## src/rtl/tdc_meas_ctrl.sv

```systemverilog
// Measurement sequencer for the inverter-chain delay-line sensor: launch, capture, convert, settle,
// averaged over 2^LOG2_AVG samples. Optional min/max tracking via `define TDC_MINMAX_TRACK_EN.
module tdc_meas_ctrl #(
  parameter int unsigned N_TAPS     = 16,
  parameter int unsigned LOG2_AVG   = 3,
  parameter int unsigned SETTLE_CYC = 2,
  parameter int unsigned CNT_W      = $clog2(N_TAPS + 1)
) (
  input  logic                      clk,
  input  logic                      rst,
  input  logic                      start,
  input  logic                      abort,
  input  logic [N_TAPS-1:0]         tap_in,
  output logic                      launch,
  output logic                      busy,
  output logic                      result_valid,
  output logic [CNT_W-1:0]          result_avg,
  output logic [CNT_W+LOG2_AVG-1:0] result_sum,
  output logic                      overflow
`ifdef TDC_MINMAX_TRACK_EN
  ,
  output logic [CNT_W-1:0]          result_min,
  output logic [CNT_W-1:0]          result_max
`endif
);

  localparam int unsigned SUM_W  = CNT_W + LOG2_AVG;
  localparam int unsigned SCNT_W = LOG2_AVG + 1;
  localparam int unsigned STL_W  = $clog2(SETTLE_CYC + 1);

  localparam logic [SCNT_W-1:0] LastSample = SCNT_W'((1 << LOG2_AVG) - 1);
  localparam logic [STL_W-1:0]  LastSettle = STL_W'(SETTLE_CYC - 1);
  localparam logic [CNT_W-1:0]  FullCode   = CNT_W'(N_TAPS);

  typedef enum logic [2:0] {StIdle, StLaunch, StCapture, StSettle, StDone} state_e;

  state_e             state_q, state_d;
  logic [SUM_W-1:0]   acc_q, acc_d;
  logic [SCNT_W-1:0]  scnt_q, scnt_d;
  logic [STL_W-1:0]   stl_q, stl_d;
  logic               ovf_run_q, ovf_run_d;
  logic [SUM_W-1:0]   result_sum_q, result_sum_d;
  logic [CNT_W-1:0]   result_avg_q, result_avg_d;
  logic               overflow_q, overflow_d;
  logic [CNT_W-1:0]   code;
  logic               run;

  // Count leading ones from tap 0; anything after the first zero is a bubble and is ignored.
  always_comb begin
    code = '0;
    run  = 1'b1;
    for (int i = 0; i < N_TAPS; i++) begin
      if (run && tap_in[i]) begin
        code = CNT_W'(i + 1);
      end else begin
        run = 1'b0;
      end
    end
  end

`ifdef TDC_MINMAX_TRACK_EN
  logic [CNT_W-1:0] min_q, min_d, max_q, max_d;
  logic [CNT_W-1:0] result_min_q, result_min_d, result_max_q, result_max_d;
`endif

  always_comb begin
    state_d      = state_q;
    acc_d        = acc_q;
    scnt_d       = scnt_q;
    stl_d        = stl_q;
    ovf_run_d    = ovf_run_q;
    result_sum_d = result_sum_q;
    result_avg_d = result_avg_q;
    overflow_d   = overflow_q;
`ifdef TDC_MINMAX_TRACK_EN
    min_d        = min_q;
    max_d        = max_q;
    result_min_d = result_min_q;
    result_max_d = result_max_q;
`endif
    launch       = 1'b0;
    busy         = 1'b0;
    result_valid = 1'b0;

    case (state_q)
      StIdle: begin
        if (start && !abort) begin
          state_d   = StLaunch;
          acc_d     = '0;
          scnt_d    = '0;
          ovf_run_d = 1'b0;
`ifdef TDC_MINMAX_TRACK_EN
          min_d     = FullCode;
          max_d     = '0;
`endif
        end
      end
      StLaunch: begin
        launch  = 1'b1;
        busy    = 1'b1;
        state_d = abort ? StIdle : StCapture;
      end
      StCapture: begin
        launch = 1'b1;
        busy   = 1'b1;
        if (abort) begin
          state_d = StIdle;
        end else begin
          acc_d     = acc_q + SUM_W'(code);
          ovf_run_d = ovf_run_q | (code == FullCode);
`ifdef TDC_MINMAX_TRACK_EN
          if (code < min_q) min_d = code;
          if (code > max_q) max_d = code;
`endif
          stl_d     = '0;
          state_d   = StSettle;
        end
      end
      StSettle: begin
        busy = 1'b1;
        if (abort) begin
          state_d = StIdle;
        end else if (stl_q == LastSettle) begin
          scnt_d = scnt_q + 1'b1;
          if (scnt_q < LastSample) begin
            state_d = StLaunch;
          end else begin
            // Load results on entry so they are already visible during the DONE cycle.
            state_d      = StDone;
            result_sum_d = acc_q;
            result_avg_d = acc_q[SUM_W-1:LOG2_AVG];
            overflow_d   = ovf_run_q;
`ifdef TDC_MINMAX_TRACK_EN
            result_min_d = min_q;
            result_max_d = max_q;
`endif
          end
        end else begin
          stl_d = stl_q + 1'b1;
        end
      end
      StDone: begin
        result_valid = 1'b1;
        state_d      = StIdle;
      end
      default: state_d = StIdle;
    endcase
  end

  always_ff @(posedge clk) begin
    if (rst) begin
      state_q      <= StIdle;
      acc_q        <= '0;
      scnt_q       <= '0;
      stl_q        <= '0;
      ovf_run_q    <= 1'b0;
      result_sum_q <= '0;
      result_avg_q <= '0;
      overflow_q   <= 1'b0;
`ifdef TDC_MINMAX_TRACK_EN
      min_q        <= FullCode;
      max_q        <= '0;
      result_min_q <= '1;
      result_max_q <= '0;
`endif
    end else begin
      state_q      <= state_d;
      acc_q        <= acc_d;
      scnt_q       <= scnt_d;
      stl_q        <= stl_d;
      ovf_run_q    <= ovf_run_d;
      result_sum_q <= result_sum_d;
      result_avg_q <= result_avg_d;
      overflow_q   <= overflow_d;
`ifdef TDC_MINMAX_TRACK_EN
      min_q        <= min_d;
      max_q        <= max_d;
      result_min_q <= result_min_d;
      result_max_q <= result_max_d;
`endif
    end
  end

  assign result_sum = result_sum_q;
  assign result_avg = result_avg_q;
  assign overflow   = overflow_q;
`ifdef TDC_MINMAX_TRACK_EN
  assign result_min = result_min_q;
  assign result_max = result_max_q;
`endif

endmodule

```

## config.mk

```make
export PLATFORM = sky130hd
export DESIGN_NAME = tdc_meas_ctrl
export DESIGN_NICKNAME = d
export VERILOG_FILES = /design/src/rtl/tdc_meas_ctrl.sv
export SDC_FILE = /design/constraint.sdc
export NUM_CORES = 1
export LEC_CHECK = 0
export CORE_MARGIN = 3
export CORE_UTILIZATION = 47
export CTS_BUF_LIST = sky130_fd_sc_hd__clkbuf_8 sky130_fd_sc_hd__clkbuf_16
export DETAILED_ROUTE_END_ITERATION = 6
export HOLD_SLACK_MARGIN = 0.12
export PLACE_DENSITY = 0.8
export REMOVE_ABC_BUFFERS = 1
export SLEW_MARGIN = 20
export SYNTH_ARGS = -nofsm -noshare
export SYNTH_HDL_FRONTEND = slang
export SYNTH_SLANG_ARGS = --single-unit
```

## constraint.sdc

```tcl
create_clock -name clk -period 4.9 [get_ports clk]
set_input_delay 0.98 -clock clk [delete_from_list [all_inputs] [get_ports clk]]
set_output_delay 0.98 -clock clk [all_outputs]
set_load 0.1 [all_outputs]
```

Word-level counts from Yosys, hierarchy flattened
Index checks and enable logic that the tools add are counted.
{"block": "totals", "regBits": 32, "inputBits": 20, "output_inout_bits": 17, "wordCells": 110}
{"block": "op_classes", "n_addsub": 3, "order_cmp": 1, "eq_ne": 12, "n_mux": 55, "n_bitwise": 3, "reduce_logical": 28}
{"cell": "$mux 5", "n": 14}
{"cell": "$mux 1", "n": 21}
{"cell": "$logic_and 1x1->1", "n": 16}
{"cell": "$mux 8", "n": 2}
{"cell": "$pmux 8 s2", "n": 1}
{"cell": "$mux 2", "n": 6}
{"cell": "$mux 3", "n": 4}
{"cell": "$mux 4", "n": 3}
{"cell": "$pmux 3 s4", "n": 1}
{"cell": "$reduce_and 4->1", "n": 3}
{"cell": "$ne 2x2->1 const B", "n": 5}
{"cell": "$add 8x5->8", "n": 1}
{"cell": "$pmux 4 s2", "n": 1}
{"cell": "$eq 3x2->1 const B", "n": 2}
{"cell": "$reduce_bool 2->1", "n": 3}
{"cell": "$eq 5x5->1 const B", "n": 1}
{"cell": "$add 4x1->4 const B", "n": 1}
{"cell": "$lt 4x3->1 const B", "n": 1}
{"cell": "$pmux 2 s2", "n": 1}
{"cell": "$eq 3x1->1 const B", "n": 1}
{"cell": "$eq 3x3->1 const B", "n": 1}
{"cell": "$logic_not 3->1", "n": 1}
{"cell": "$ne 3x3->1 const B", "n": 1}
{"cell": "$reduce_and 3->1", "n": 1}
{"cell": "9 further kinds", "n": 10}

Depth between registers and ports, before layout
{"block": "depth", "word_depth": 35, "ltp_mapped": 10, "mapped_depth_nobuf": 10}

Worst setup path after synthesis
OpenSTA, ideal clock, no wires.
{"block": "synth_path", "path_kind": "input port to flip-flop", "start": "input tap_in[2]", "end": "register acc_q[6]", "setup_time_ps": 60, "arrival_ps": 3253, "required_time_ps": 4840, "path_slack_ps": 1587, "cell_stages": 9, "n_path_buf": 0, "path_cell_list": "nand4_1 -> or4_1 -> o22a_1 -> ha_1 -> fa_1 -> a211oi_1 -> o21bai_1 -> a311oi_1 -> nand2b_1"}
{"block": "synth_via", "elab_chain_len": 31, "word_cells_on_any_way": 44, "cone_classes": "add/sub: 1; mux: 29; reduce/logical: 14"}
{"element": "start: declaration", "line_no": "13", "text": "input logic [N_TAPS-1:0] tap_in,"}
{"element": "$logic_and 1x1->1 *", "line_no": "53", "text": "if (run && tap_in[i]) begin"}
{"element": "$mux 1", "line_no": "53"}
{"element": "$logic_and 1x1->1", "line_no": "53"}
{"element": "$mux 1", "line_no": "53"}
{"element": "$logic_and 1x1->1", "line_no": "53"}
{"element": "$mux 1", "line_no": "53"}
{"element": "$logic_and 1x1->1", "line_no": "53"}
{"element": "$mux 1", "line_no": "53"}
{"element": "(+15 left out)"}
{"element": "$mux 1", "line_no": "53"}
{"element": "$logic_and 1x1->1", "line_no": "53"}
{"element": "$mux 1", "line_no": "53"}
{"element": "$logic_and 1x1->1", "line_no": "53"}
{"element": "$mux 5 *", "line_no": "53"}
{"element": "$add 8x5->8 *", "line_no": "109", "text": "acc_d = acc_q + SUM_W'(code);"}
{"element": "$mux 8 *", "line_no": "106", "text": "if (abort) begin"}
{"element": "$pmux 8 s2 *", "line_no": "85", "text": "case (state_q)"}
{"element": "end signal: assignment", "line_no": "153", "text": "acc_q <= '0;"}
{"element": "end signal: assignment", "line_no": "168", "text": "acc_q <= acc_d;"}
{"element": "end: declaration", "line_no": "38", "text": "logic [SUM_W-1:0] acc_q, acc_d;"}
Every way passes the cells marked *; elsewhere a longest branch is shown, timed or not. The select of a mux whose other input is x is not followed.
A chain may end at the register's enable or synchronous reset.

Worst setup path after layout
{"block": "layout_path", "start": "input tap_in[3]", "end": "register acc_q[6]"}
{"block": "layout_via", "elab_chain_len": 29, "word_cells_on_any_way": 41, "cone_classes": "add/sub: 1; mux: 27; reduce/logical: 13"}
{"element": "$logic_and 1x1->1 *", "line_no": "53"}
{"element": "$mux 1", "line_no": "53"}
{"element": "$logic_and 1x1->1", "line_no": "53"}
{"element": "$mux 1", "line_no": "53"}
{"element": "$logic_and 1x1->1", "line_no": "53"}
{"element": "$mux 1", "line_no": "53"}
{"element": "$logic_and 1x1->1", "line_no": "53"}
{"element": "$mux 1", "line_no": "53"}
{"element": "(+13 left out)"}
{"element": "$mux 1", "line_no": "53"}
{"element": "$logic_and 1x1->1", "line_no": "53"}
{"element": "$mux 1", "line_no": "53"}
{"element": "$logic_and 1x1->1", "line_no": "53"}
{"element": "$mux 5 *", "line_no": "53"}
{"element": "$add 8x5->8 *", "line_no": "109"}
{"element": "$mux 8 *", "line_no": "106"}
{"element": "$pmux 8 s2 *", "line_no": "85"}
Marked as above.

==> summary.txt <==
Outcome
  • Status: completed

Logic synthesis
  • Count of state elements after synthesis: 27
  • Number of enable-type register cells in the synthesized netlist: 0
  • Top flip-flop cell by instance count after synthesis: sky130_fd_sc_hd__dfxtp_1
  • Count leader, synth: sky130_fd_sc_hd__nor2_1
  • Cell types occupying the most area after synthesis: sky130_fd_sc_hd__dfxtp_1 (34%), sky130_fd_sc_hd__nor2_1 (7.2%), sky130_fd_sc_hd__mux2i_1 (6.4%)
  • Sequential area share after synthesis: 0.345
  • Leading cell types by count after synthesis: sky130_fd_sc_hd__nor2_1 (30), sky130_fd_sc_hd__dfxtp_1 (27), sky130_fd_sc_hd__mux2i_1 (10)
  • Post-synthesis cell type with the largest combined area: sky130_fd_sc_hd__dfxtp_1
  • Yosys Warn Count: 0
  • Unique cell type count in the Yosys netlist: 46
  • Average cell area after synthesis: between 8 and 9 µm²
  • Synthesized instance count: 189
  • Area of the mapped netlist: ~1600 µm²
  • Share of flip-flops with an asynchronous set or reset: 0
  • Share of the synthesized area in the top cell type: 0.345

Timing
  • Slew at the pin closest to its max-slew limit: between 900 and 1000 ps
  • Number of setup violations in the final report: 0
  • Share of the cycle needed by the critical path after routing: 0.778
  • Setup TNS: 0 ps
  • Hold slack: ~470 ps
  • Unrepaired setup endpoints after global routing: false
  • Number of hold-slack violations in the final timing report: 0
  • Fin. max-slew vios: 0
  • Post-layout minimum cycle time: between 3000 and 4000 ps
  • Final worst clock skew: between 6 and 7 ps
  • Headroom to the max-slew limit: 0.352
  • Maximum clock rate: 262 MHz

Route
  • DR WL met3: approximately 120 µm
  • Drt first pass iters: 4
  • Number of design rule violations left after detail routing: 0
  • Via density: around 5.4
  • Via count: between 1000 and 1500
  • Per-cell routed wire length: around 13 µm
  • Number of DRC markers in iteration 0: 88
  • Highest metal used: met4
  • Metal-1 WL: about 1800 µm
  • Number of routed nets with antenna violations: 0
  • Routed wl met2: roughly 1500 µm
  • Detailed Route WL: ~3400 µm

Hold path
  • Launch instance of the worst min-delay path: stl_q[1]
  • Worst min path class: flop to flop

CTS
  • Gates resized, CTS repair: 0
  • Post-CTS clock slew at the launch and capture registers of the worst setup and hold paths: 90 ps
  • Hold bufs inserted after CTS: 0
  • # clock sinks: 27
  • Post-CTS setup repair buffer count: 0
  • CTS Buf Count: 3
  • Deepest clock path buffer count: 2
  • Worst skew pair latency: 270 ps
  • Htree depth: 1
  • TritonCTS clock tree: done
  • Cell chosen for the clock root: sky130_fd_sc_hd__clkbuf_8

Worst setup path
  • Family with the most delay on the worst path: compound AO/OA/AOI/OAI gates
  • Worst EP arrival: around 4000 ps
  • Critical Path Source: tap_in[3]
  • Largest driver fanout on the critical path: 4
  • Kind of capture point of the worst setup path: flop
  • FF-to-FF Start: state_q[2]
  • Required @ worst endpoint: about 5100 ps
  • Slowest CP cell: sky130_fd_sc_hd__or4_1
  • Type of the worst setup path: input port to flop
  • Startpoint class of the critical path: input port
  • Biggest cell delay along the critical path: roughly 610 ps
  • Sum of buffers and inverters on the critical path: 1
  • Cells traversed along the worst timing path: clkdlybuf4s50_1 > nand4_1 > or4_1 > o22a_1 > ha_1 > fa_1 > a211oi_1 > o21bai_1 > a311oi_1 > nand2b_1

GRT
  • GRT Resource Usage Total: 0.171
  • Global-route wire length before repair: approximately 5700 µm
  • Global route overflow: 0
  • Number of antenna violations at the first check in global routing: 0
  • Via count of the first global-routing pass: about 1200
  • Largest net degree at the start of global routing: 22

Floorplanning
  • Row count: 20
  • I/O pin count: 37
  • Floorplan die area: 4060 µm²
  • Core Area: about 3100 µm²
  • Die extent in x: about 64 µm
  • Chip height: roughly 64 µm
  • Starting Density: 0.501

Layout
  • Proportion of layout cells with a drive suffix above 1: 0.0367
  • Post-layout nets: about 250
  • Final core area utilization: 0.628
  • Area growth from synthesis to layout: 25.4%
  • Number of diodes: 0
  • Number of non-filler instances in the completed layout: about 260
  • Layout fillers: between 200 and 300

Placed design
  • Number of placed cells counting well taps: roughly 260
  • Count of buffers from port buffering: 36
  • Routability congestion estimate from global placement: around 0.86
  • HPWL after detailed placement: 2510 µm

Pwr
  • Power density over the cells: 204 nW/µm²
  • Standby leakage power: ~0.73 nW
  • Worst vdd ir: 0.000213 V

Run
  • Max-cap check violation count: 0
-- metrics by stage --
step	worst slack [ps]	cell area, µm²	power [W]
3_5_place_dp	853	1920	0.000283
4_1_cts	1140	1970	0.000404
6_report	1090	1970	0.000401
5_1_grt	904	1970	0.000417
3_3_place_gp	959	1920	0.000283
2_1_floorplan	1590	1500	0.000256
-- metal layers --
layer,vias up,global-route usage
met5,-,0
met2,26,0.241
met4,0,0.0243
met3,4,0.0334
li1,738,-
met1,656,0.270
-- final timing paths --
| check | endpoint | slack [ps] | cells past startpoint |
|---|---|---|---|
| worst max-delay path | acc_q[6] | 1090 | 10 |
| worst min-delay path | stl_q[1] | 470 | 2 |
| worst max register to register | acc_q[5] | 3000 | 4 |
| worst min register to register | stl_q[1] | 470 | 2 |
-- registers in the layout (all words and copies together) (netlist names) --
name and flops:
acc_q 8, overflow 1, ovf_run_q 1, result_sum 8, scnt_q 4, state_q 3
stl_q 2
-- cells by family (layout without fill, tap and decap cells) --
family,count (synthesis),in the layout,share of synthesized area
buffers and inverters,20,49,0.0638
AO/OA/AOI/OAI,44,44,0.191
adder cells (fa/ha/maj),8,8,0.0686
AND/OR/NAND/NOR,75,75,0.240
multiplexers,10,10,0.0638
flip-flops,27,27,0.345
XOR/XNOR,5,5,0.0279
-- power by group --
part / switching (W) / internal, W
Combinational: 0.0000306 / 0.0000251
Clock: 0.0000659 / 0.0000562
Sequential: 0.00000216 / 0.000221
-- worst reg2reg max path: cells and delay by family, from the launching register on --
family	cells	cell delay (ps)
and+or+nand+nor	3	1310
DFF	1	360
AOI/OAI and AO/OA	1	160
-- layout by cell type, fill, tap and decap left out, drive strengths merged, types with 5 or more instances in the layout --
master         instances
ha                     7
nor2                  30
mux2i                 10
dfxtp                 27
nor3                   7
nand4                  5
o21ai                 10
inv                    9
clkdlybuf4s50         36
a21oi                  8
nand2                  9
-- layout make-up --
| type | instances | area, µm² | area share |
|---|---|---|---|
| clock buffer | 3 | 41.3 | 0.0210 |
| clock inverter | 1 | 3.75 | 0.00191 |
| inverter | 8 | 30.0 | 0.0153 |
| multi-input combinational | 142 | 927 | 0.472 |
| sequential | 27 | 541 | 0.275 |
| tap | 44 | 55.1 | 0.0280 |
| timing repair buffer | 37 | 368 | 0.187 |
No activity file was read; power rests on OpenSTA's default activity.
